<file path="src/rtl/eio_test_responder.sv">
// Test-harness I/O responder: scratch registers, a pass/fail mailbox
// and a free-running cycle counter behind a fixed-latency req/ack port.
`timescale 1ns/1ps
module eio_test_responder #(
    parameter int              A_SZ      = 32,
    parameter int              D_SZ      = 32,
    parameter int              NUM_REGS  = 4,
    parameter int              LATENCY   = 2,
    parameter logic [A_SZ-1:0] BASE_ADDR = A_SZ'(32'h8000_0000),
    parameter int              TIMEOUT   = 100000
) (
    input  logic            clk_in,
    input  logic            reset_in,
    input  logic            req_in,
    input  logic            rd_wr_in,
    input  logic [A_SZ-1:0] addr_in,
    input  logic [D_SZ-1:0] wr_data_in,
    output logic            ack_out,
    output logic            ack_fault_out,
    output logic [D_SZ-1:0] ack_data_out,
    output logic            busy_out,
    output logic            done_out,
    output logic            pass_out,
    output logic [D_SZ-1:0] status_out
);

    localparam logic [D_SZ-1:0] BAD_DATA = D_SZ'(32'hdeadbeef);
    localparam logic [A_SZ-1:0] MBOX_IDX = A_SZ'(NUM_REGS);
    localparam logic [A_SZ-1:0] CNTR_IDX = A_SZ'(NUM_REGS + 1);

    typedef enum logic [1:0] {S_IDLE, S_WAIT, S_ACK} state_t;

    state_t          state_q, state_d;
    logic [3:0]      lat_q, lat_d;
    logic            rd_q, rd_d;
    logic [A_SZ-1:0] addr_q, addr_d;
    logic [D_SZ-1:0] wd_q, wd_d;
    logic            ack_q, ack_d;
    logic            fault_q, fault_d;
    logic [D_SZ-1:0] data_q, data_d;
    logic            done_q, done_d;
    logic            pass_q, pass_d;
    logic [D_SZ-1:0] status_q, status_d;
    logic [D_SZ-1:0] mbox_q, mbox_d;
    logic [D_SZ-1:0] cnt_q, cnt_d;
    logic [D_SZ-1:0] regs_q [NUM_REGS];
    logic [D_SZ-1:0] regs_d [NUM_REGS];

    logic            cur_rd;
    logic [A_SZ-1:0] cur_addr;
    logic [A_SZ-1:0] idx;
    logic            cur_fault;
    logic [D_SZ-1:0] rd_val;
    logic            wr_en;

    // Decode from live inputs at acceptance (zero-latency path), else captured.
    always_comb begin
        cur_rd    = (state_q == S_IDLE) ? rd_wr_in : rd_q;
        cur_addr  = (state_q == S_IDLE) ? addr_in : addr_q;
        idx       = (cur_addr - BASE_ADDR) >> 2;
        cur_fault = (cur_addr[1:0] != 2'b00) || (cur_addr < BASE_ADDR) ||
                    (idx > CNTR_IDX) || (!cur_rd && idx == CNTR_IDX);
        rd_val    = '0;
        if (idx == MBOX_IDX) begin
            rd_val = mbox_q;
        end else if (idx == CNTR_IDX) begin
            rd_val = cnt_d;
        end else begin
            for (int i = 0; i < NUM_REGS; i++) begin
                if (idx == A_SZ'(i)) rd_val = regs_q[i];
            end
        end
    end

    always_comb begin
        state_d  = state_q;
        lat_d    = lat_q;
        rd_d     = rd_q;
        addr_d   = addr_q;
        wd_d     = wd_q;
        done_d   = done_q;
        pass_d   = pass_q;
        status_d = status_q;
        mbox_d   = mbox_q;
        regs_d   = regs_q;
        cnt_d    = (&cnt_q) ? cnt_q : cnt_q + 1'b1;
        wr_en    = 1'b0;

        unique case (state_q)
            S_IDLE: begin
                if (req_in) begin
                    rd_d    = rd_wr_in;
                    addr_d  = addr_in;
                    wd_d    = wr_data_in;
                    lat_d   = 4'(LATENCY);
                    state_d = (LATENCY == 0) ? S_ACK : S_WAIT;
                end
            end
            S_WAIT: begin
                lat_d = lat_q - 4'd1;
                if (lat_q == 4'd1) state_d = S_ACK;
            end
            S_ACK: begin
                state_d = S_IDLE;
                wr_en   = !rd_q && !cur_fault;
            end
            default: state_d = S_IDLE;
        endcase

        if (wr_en) begin
            if (idx == MBOX_IDX) begin
                mbox_d = wd_q;
                if (wd_q != '0 && !done_q) begin
                    done_d   = 1'b1;
                    pass_d   = (wd_q == D_SZ'(1));
                    status_d = wd_q;
                end
            end else begin
                for (int i = 0; i < NUM_REGS; i++) begin
                    if (idx == A_SZ'(i)) regs_d[i] = wd_q;
                end
            end
        end

        // A same-edge mailbox verdict already set done_d and wins.
        if (cnt_q == D_SZ'(TIMEOUT) && !done_d) begin
            done_d = 1'b1;
            pass_d = 1'b0;
        end

        ack_d   = (state_d == S_ACK);
        fault_d = ack_d && cur_fault;
        data_d  = '0;
        if (ack_d) data_d = cur_fault ? BAD_DATA : (cur_rd ? rd_val : '0);
    end

    always_ff @(posedge clk_in) begin
        if (reset_in) begin
            state_q  <= S_IDLE;
            lat_q    <= '0;
            rd_q     <= 1'b0;
            addr_q   <= '0;
            wd_q     <= '0;
            ack_q    <= 1'b0;
            fault_q  <= 1'b0;
            data_q   <= '0;
            done_q   <= 1'b0;
            pass_q   <= 1'b0;
            status_q <= '0;
            mbox_q   <= '0;
            cnt_q    <= '0;
            for (int i = 0; i < NUM_REGS; i++) regs_q[i] <= '0;
        end else begin
            state_q  <= state_d;
            lat_q    <= lat_d;
            rd_q     <= rd_d;
            addr_q   <= addr_d;
            wd_q     <= wd_d;
            ack_q    <= ack_d;
            fault_q  <= fault_d;
            data_q   <= data_d;
            done_q   <= done_d;
            pass_q   <= pass_d;
            status_q <= status_d;
            mbox_q   <= mbox_d;
            cnt_q    <= cnt_d;
            regs_q   <= regs_d;
        end
    end

    assign ack_out       = ack_q;
    assign ack_fault_out = fault_q;
    assign ack_data_out  = data_q;
    assign busy_out      = (state_q != S_IDLE);
    assign done_out      = done_q;
    assign pass_out      = pass_q;
    assign status_out    = status_q;

endmodule

</file>
<file path="config.mk">
export PLATFORM = sky130hd
export DESIGN_NAME = eio_test_responder
export DESIGN_NICKNAME = d
export VERILOG_FILES = /design/src/rtl/eio_test_responder.sv
export SDC_FILE = /design/constraint.sdc
export NUM_CORES = 1
export LEC_CHECK = 0
export ABC_AREA = 1
export CORE_ASPECT_RATIO = 1.5
export CORE_MARGIN = 1
export CORE_UTILIZATION = 35
export DETAILED_ROUTE_END_ITERATION = 8
export PLACE_DENSITY_LB_ADDON = 0.3
export SLEW_MARGIN = 30
export SYNTH_ARGS = -nofsm -noshare
export SYNTH_HDL_FRONTEND = slang
export SYNTH_SLANG_ARGS = --single-unit
</file>
<file path="constraint.sdc">
create_clock -name clk_in -period 3.8 [get_ports clk_in]
set_input_delay 0.57 -clock clk_in [delete_from_list [all_inputs] [get_ports clk_in]]
set_output_delay 0.57 -clock clk_in [all_outputs]
set_load 0.05 [all_outputs]
</file>
==> results of run 1 <==
==> registers in the layout, summed over array words and instances, names as in the netlist <==
register       count
addr_q            32
ack_data_out      32
state_q            2
cnt_q             32
pass_out           1
done_out           1
regs_q           128
lat_q              4
status_out        32
rd_q               1
mbox_q            32
ack_out            1
wd_q              32
ack_fault_out      1
==> through the flow <==
| step | total power (µW) | util, % | cell area (µm²) | hold slack (ns) | instances |
|---|---|---|---|---|---|
| after global routing | 8020 | 42.7 | 17600 | 0.473 | 2792 |
| after CTS | 7800 | 42.7 | 17600 | 0.452 | 2792 |
| final | 7720 | 42.7 | 17600 | 0.456 | 2792 |
| after global placement | 4360 | 39.9 | 16500 | 0.438 | 2735 |
| after floorplan | 4120 | - | 14700 | 0.430 | 2133 |
| after detailed placement | 4370 | 39.9 | 16500 | 0.443 | 2735 |
==> power by group through the flow <==
stage | clock (µW) | combinational, µW | sequential (µW)
after floorplan | 0 | 396 | 3730
after global placement | 0 | 615 | 3740
after detailed placement | 0 | 626 | 3750
after CTS | 3510 | 627 | 3670
after global routing | 3640 | 702 | 3680
final | 3430 | 622 | 3670
==> critical path: cells and delay by family, from the launching register on <==
kind,cells,cell delay [ns]
AOI/OAI and AO/OA,2,0.24
buffers and inverters,1,0.30
and+or+nand+nor,9,2.05
DFF,1,0.36
==> final timing paths <==
path,slack [ns],end,from
setup / recovery,0.66,ack_data_out[30],state_q[1]
hold / removal,0.46,mbox_q[21],mbox_q[21]
setup reg to reg,0.66,ack_data_out[30],state_q[1]
hold reg to reg,0.46,mbox_q[21],mbox_q[21]
==> cell usage after synthesis, drive strengths merged <==
library cell	instances	share of area [%]
ha	4	0.34
or2	5	0.21
a21oi	170	5.8
a221oi	1	0.060
nor3	26	0.92
nand3	96	3.3
a211oi	1	0.051
dfxtp	331	45
nor4	9	0.38
a21boi	2	0.10
o211ai	1	0.051
nor2	475	12
nand3b	18	0.92
clkinv	2	0.060
and2	3	0.13
o21ai	277	9.5
nand2	389	10
xnor2	9	0.54
buf	39	1.9
inv	155	4.0
xor2	14	0.84
clkbuf	82	2.1
nor3b	2	0.10
nand4	22	0.98
==> layout make-up <==
| cell class | count | area, µm² |
|---|---|---|
| clock buffers | 48 | 1020 |
| multi-input cells | 1524 | 6870 |
| fillers | 4353 | 23600 |
| inverters | 157 | 598 |
| clock inverters | 9 | 113 |
| repair buffers | 165 | 1670 |
| flip-flops and latches | 331 | 6630 |
| well taps | 558 | 698 |
==> routing by layer <==
metal	GRT usage, %	routed length (µm)	vias up	part of all wire [%]
met5	0	0	-	0
met4	7.64	1370	0	3.1
met2	38.0	22500	275	51
li1	-	-	7020	-
met1	24.9	18900	6172	43
met3	2.44	1590	81	3.6
==> kinds of logic (layout without fill, tap and decap cells) <==
kind of cell	after synthesis	count (layout)	share of synthesized area (%)
and+or+nand+nor	1045	1045	29.4
AOI/OAI and AO/OA	452	452	15.6
DFF	331	331	45.2
buffers and inverters	278	379	8.00
xor gates and xnor gates	23	23	1.37
adders and majority gates	4	4	0.342
==> impl_metrics.csv, run 1 <==
group,metric,value,unit
global_route,grt_max_degree,98,
sta,min_period_over_period,82.6,%
placement,dp_hpwl,32200,µm
worst_setup_path,cp_slowest_cell,"nor2_4",
outcome,status,"finished clean",
placement,place_ws,0.429,ns
worst_setup_path,path_common_cell,"nand2_1",
power,power_leakage,0.00697,µW
worst_setup_path,path_class,"register to register",
clock_tree,cts_tree,"yes",
worst_hold_path,hp-class,"register to register",
sta,timing.slew.headroom,40.5,%
detailed_routing,wire_per_inst,15.9,µm
clock_tree,postCtsSetupBuffers,0,
cells_and_area,antennaDiodeCount,0,
synth,syn_inst,2133,
clock_tree,cts_buffers,34,
detailed_routing,firstDrtPassIters,5,
cells_and_area,drive_gt1_share,5.46,%
power,p_seq_share,47.5,%
power,pwr-share-comb,8.1,%
floorplanning,fp-row-count,91,
detailed_routing,vias_per_cell,4.85,
global_route,antenna_found_initial,0,
worst_setup_path,crit_fanout,25,
worst_hold_path,holdPathStages,2,
detailed_routing,antenna_left,0,
floorplanning,start_util,35.5,%
floorplanning,io_pins,137,
sta,finalClockSkew,0.0337,ns
global_route,grt-ovfl-total,0,
clock_tree,ctsResizeCount,0,
clock_tree,clkSinkCount,331,
clock_tree,root_buffer,"clkbuf_16",
worst_setup_path,end_kind,"register",
sta,slew_violations,0,
clock_tree,cts_max_path_buffers,3,
worst_setup_path,cp_data_required_time,4.14,ns
sta,setup_ws,0.660,ns
placement,gp_congestion,0.973,
power,swShare,25.0,%
placement,portBuffers,136,
global_route,track_usage,20.8,%
global_route,grt_pass1_wl,70700,µm
worst_setup_path,worstRegToRegCells,12,
power,peakVddDrop,303,µV
sta,rsz0062_at_grt,"no",
synth,syn_avg_cell_area,6.87,µm²
power,p_per_area,439,mW/mm²
sta,setup_viol,0,
detailed_routing,drcViolationCount,0,
synth,synth_nets,2205,
clock_tree,path_clk_slew,0.06,ns
clock_tree,postCtsHoldBufs,0,
floorplanning,die_h,253,µm
worst_setup_path,worst_setup_path_start_kind,"register",
synth,ys_types,40,
power,p_int,5790,µW
floorplanning,die_area,0.0427,mm²
power,p_switching,1930,µW
floorplanning,dieWidth,169,µm
detailed_routing,drtIter0Drc,789,
cells_and_area,fin_nets,2285,
power,pwr-share-clk,44.4,%
clock_tree,htreeDepth,2,
detailed_routing,wl,44400,µm
sta,max_freq,318,MHz
worst_setup_path,slowest_delay,0.51,ns
sta,max_slew.worst_pin.slew,0.893,ns
synth,ys_ff_latch,331,
cells_and_area,layout_commonest_cell,"nor2_1",
cells_and_area,final_cell_mix,"468 x nor2_1, 383 x nand2_1, 331 x dfxtp_1, 248 x o21ai_0, 169 x a21oi_1",
job,maxCapViolCount,0,
sta,fin_setup_tns,0,ns
synth,yosysSeqAreaShare,45.2,%
sta,finalHoldViolCount,0,
cells_and_area,area_growth,20.1,%
worst_setup_path,crit_chain,"nor2_4 -> nand2_1 -> nand2_1 -> nand2_1 -> nor2_1 -> nand3_1 -> nor2_2 -> inv_1 -> o21ai_0 -> o21ai_0 -> nand2_1 -> nand2_1",
synth,syn_area,0.0147,mm²
clock_tree,insertion_delay,0.53,ns
synth,ys_warn_count,0,
global_route,grt_pass1_vias,13100,
floorplanning,design.core.area,0.0412,mm²
detailed_routing,num_vias,13500,
worst_setup_path,critPathArrivalTime,3.48,ns
sta,fin_crit,3.14,ns
(Power assumes the default switching activity.)
==> run 2: changes to the inputs <==
clock period = 3 ns   (was 3.8 ns; I/O delays follow)
==> run 2 against run 1 <==
- wire length decreased by 0.91%
- first-iteration DRC count grew 6.7%
- power rose by 28%
- clock skew is 0.0038 ns lower
- hold slack worse by 0.0038 ns
- combinational power is 33% higher
- final area rose by 2.2%
- clock power up 29%
- largest cell class unchanged
==> impl_metrics.csv, run 2 (synthesized netlist as in run 1, its figures left out) <==
group,metric,value,unit
outcome,status,"finished clean",
sta,fin_crit,2.77,ns
worst_setup_path,r2r_slack,0.23,ns
power,pwr-share-comb,8.3,%
clock_tree,root_buffer,"clkbuf_16",
cells_and_area,area_growth,22.7,%
worst_setup_path,end_kind,"register",
floorplanning,die_area,0.0427,mm²
power,peakVddDrop,371,µV
detailed_routing,vias_per_cell,4.87,
worst_setup_path,critPathArrivalTime,3.19,ns
detailed_routing,met1_length,18600,µm
cells_and_area,final_cell_mix,"467 x nor2_1, 383 x nand2_1, 330 x dfxtp_1, 248 x o21ai_0, 169 x a21oi_1",
cells_and_area,final-seq-area,0.00663,mm²
detailed_routing,antenna_left,0,
detailed_routing,firstDrtPassIters,5,
sta,slew_violations,0,
clock_tree,insertion_delay,0.53,ns
clock_tree,cts_buffers,34,
global_route,grt_pass1_vias,13100,
clock_tree,cts_max_path_buffers,3,
cells_and_area,largest_reg_flops,128,
cells_and_area,top_register,"regs_q",
floorplanning,start_util,35.5,%
clock_tree,path_clk_slew,0.06,ns
worst_hold_path,worstHoldStart,"mbox_q[5]",
placement,gp_congestion,0.878,
worst_setup_path,r2r_start,"state_q[1]",
placement,placed_cell_area,0.0168,mm²
detailed_routing,dr_wl_met2,22100,µm
power,p_int,7430,µW
global_route,antenna_found_initial,2,
power,p_switching,2470,µW
detailed_routing,drtIter0Drc,842,
cells_and_area,fin_nets,2317,
clock_tree,clkSinkCount,331,
placement,dp_hpwl,32400,µm
global_route,grt_max_degree,98,
global_route,grt_pass1_wl,70200,µm
sta,finalClockSkew,0.0300,ns
power,power_leakage,0.00717,µW
global_route,track_usage,20.7,%
floorplanning,design.core.area,0.0412,mm²
global_route,grt-ovfl-total,0,
cells_and_area,multiInputGateArea,0.00689,mm²
cells_and_area,drive_gt1_share,6.96,%
job,maxCapViolCount,0,
power,swShare,24.9,%
sta,finalHoldViolCount,0,
floorplanning,dieWidth,169,µm
placement,portBuffers,136,
detailed_routing,num_vias,13800,
worst_setup_path,crit_fanout,15,
detailed_routing,wl,44000,µm
sta,setup_viol,0,
sta,timing.slew.headroom,40.4,%
cells_and_area,n_fill_cell,4298,
worst_hold_path,hp-class,"register to register",
power,p_seq_share,47.0,%
detailed_routing,routed.top_layer,"met4",
clock_tree,htreeDepth,2,
worst_setup_path,crit_start,"state_q[1]",
power,pwr-share-clk,44.6,%
cells_and_area,layout_commonest_cell,"nor2_1",
clock_tree,cts_tree,"yes",
sta,max_freq,360,MHz
detailed_routing,drcViolationCount,0,
worst_setup_path,worst_setup_path_start_kind,"register",
floorplanning,io_pins,137,
worst_setup_path,cp_data_required_time,3.41,ns
sta,max_slew.worst_pin.slew,0.891,ns
power,finalPower,9890,µW
clock_tree,postCtsHoldBufs,0,
floorplanning,die_h,253,µm
power,p_per_area,550,mW/mm²
detailed_routing,wire_per_inst,15.6,µm
sta,min_period_over_period,92.5,%
floorplanning,fp-row-count,91,
worst_setup_path,path_class,"register to register",
cells_and_area,design_area,0.0180,mm²
detailed_routing,wl_met3,1770,µm
-- run 2: timing repair --
| action | 4_1_cts | 5_1_grt |
|---|---|---|
| setup buffers | 0 | 2 |
| setup endpoints to repair | 0 | 159 |
| resized for setup | 0 | 6 |
-- run 2: final cells by class --
| type | count | share of cell area, % |
|---|---|---|
| sequential | 331 | 36.9 |
| tap | 558 | 3.88 |
| inverter | 157 | 3.33 |
| timing repair buffer | 196 | 11.1 |
| multi-input combinational | 1525 | 38.3 |
| antenna | 1 | 0.0139 |
| clock inverter | 17 | 1.14 |
| clock buffer | 43 | 5.32 |
-- run 2: stage by stage --
step	setup WS [ns]	hold slack (ns)	setup TNS (ns)	cells	util [%]
finish	0.225	0.452	0	2828	43.6
global route	-0.00203	0.473	-0.00203	2828	43.6
CTS	0.0473	0.454	0	2824	43.5
detailed placement	-0.111	0.444	-0.181	2764	40.7
global placement	-0.128	0.438	-0.161	2764	40.7
floorplan	0.746	0.430	0	2133	-
-- run 2: worst paths after layout --
| path | endpoint | cells past startpoint |
|---|---|---|
| setup / recovery | regs_q[9] | 14 |
| hold / removal | mbox_q[5] | 2 |
| setup reg to reg | regs_q[9] | 14 |
| hold reg to reg | mbox_q[5] | 2 |
-- run 2: power groups by stage --
stage	clock network, µW	registers (µW)	logic [µW]
finish	4420	4650	825
global route	4700	4660	930
CTS	4530	4640	811
detailed placement	0	4740	808
global placement	0	4740	796
floorplan	0	4720	502
-- run 2: layer usage --
| metal | global-route usage, % | vias up |
|---|---|---|
| met4 | 8.34 | 0 |
| met2 | 37.3 | 288 |
| met1 | 24.5 | 6314 |
| li1 | - | 7083 |
| met5 | 0 | - |
| met3 | 2.82 | 77 |
-- run 2: worst max-delay path, cell delays in order (launching register included) --
cell	delay [ns]
dfxtp_1	0.51
inv_2	0.09
nand2_4	0.19
nand2_1	0.07
nand2_1	0.18
nand2_1	0.10
nor2_1	0.14
nand3_1	0.12
a21oi_2	0.20
nand3_1	0.15
nor2_4	0.20
nand2_2	0.22
buf_4	0.25
o21ai_0	0.16
nor2_1	0.05
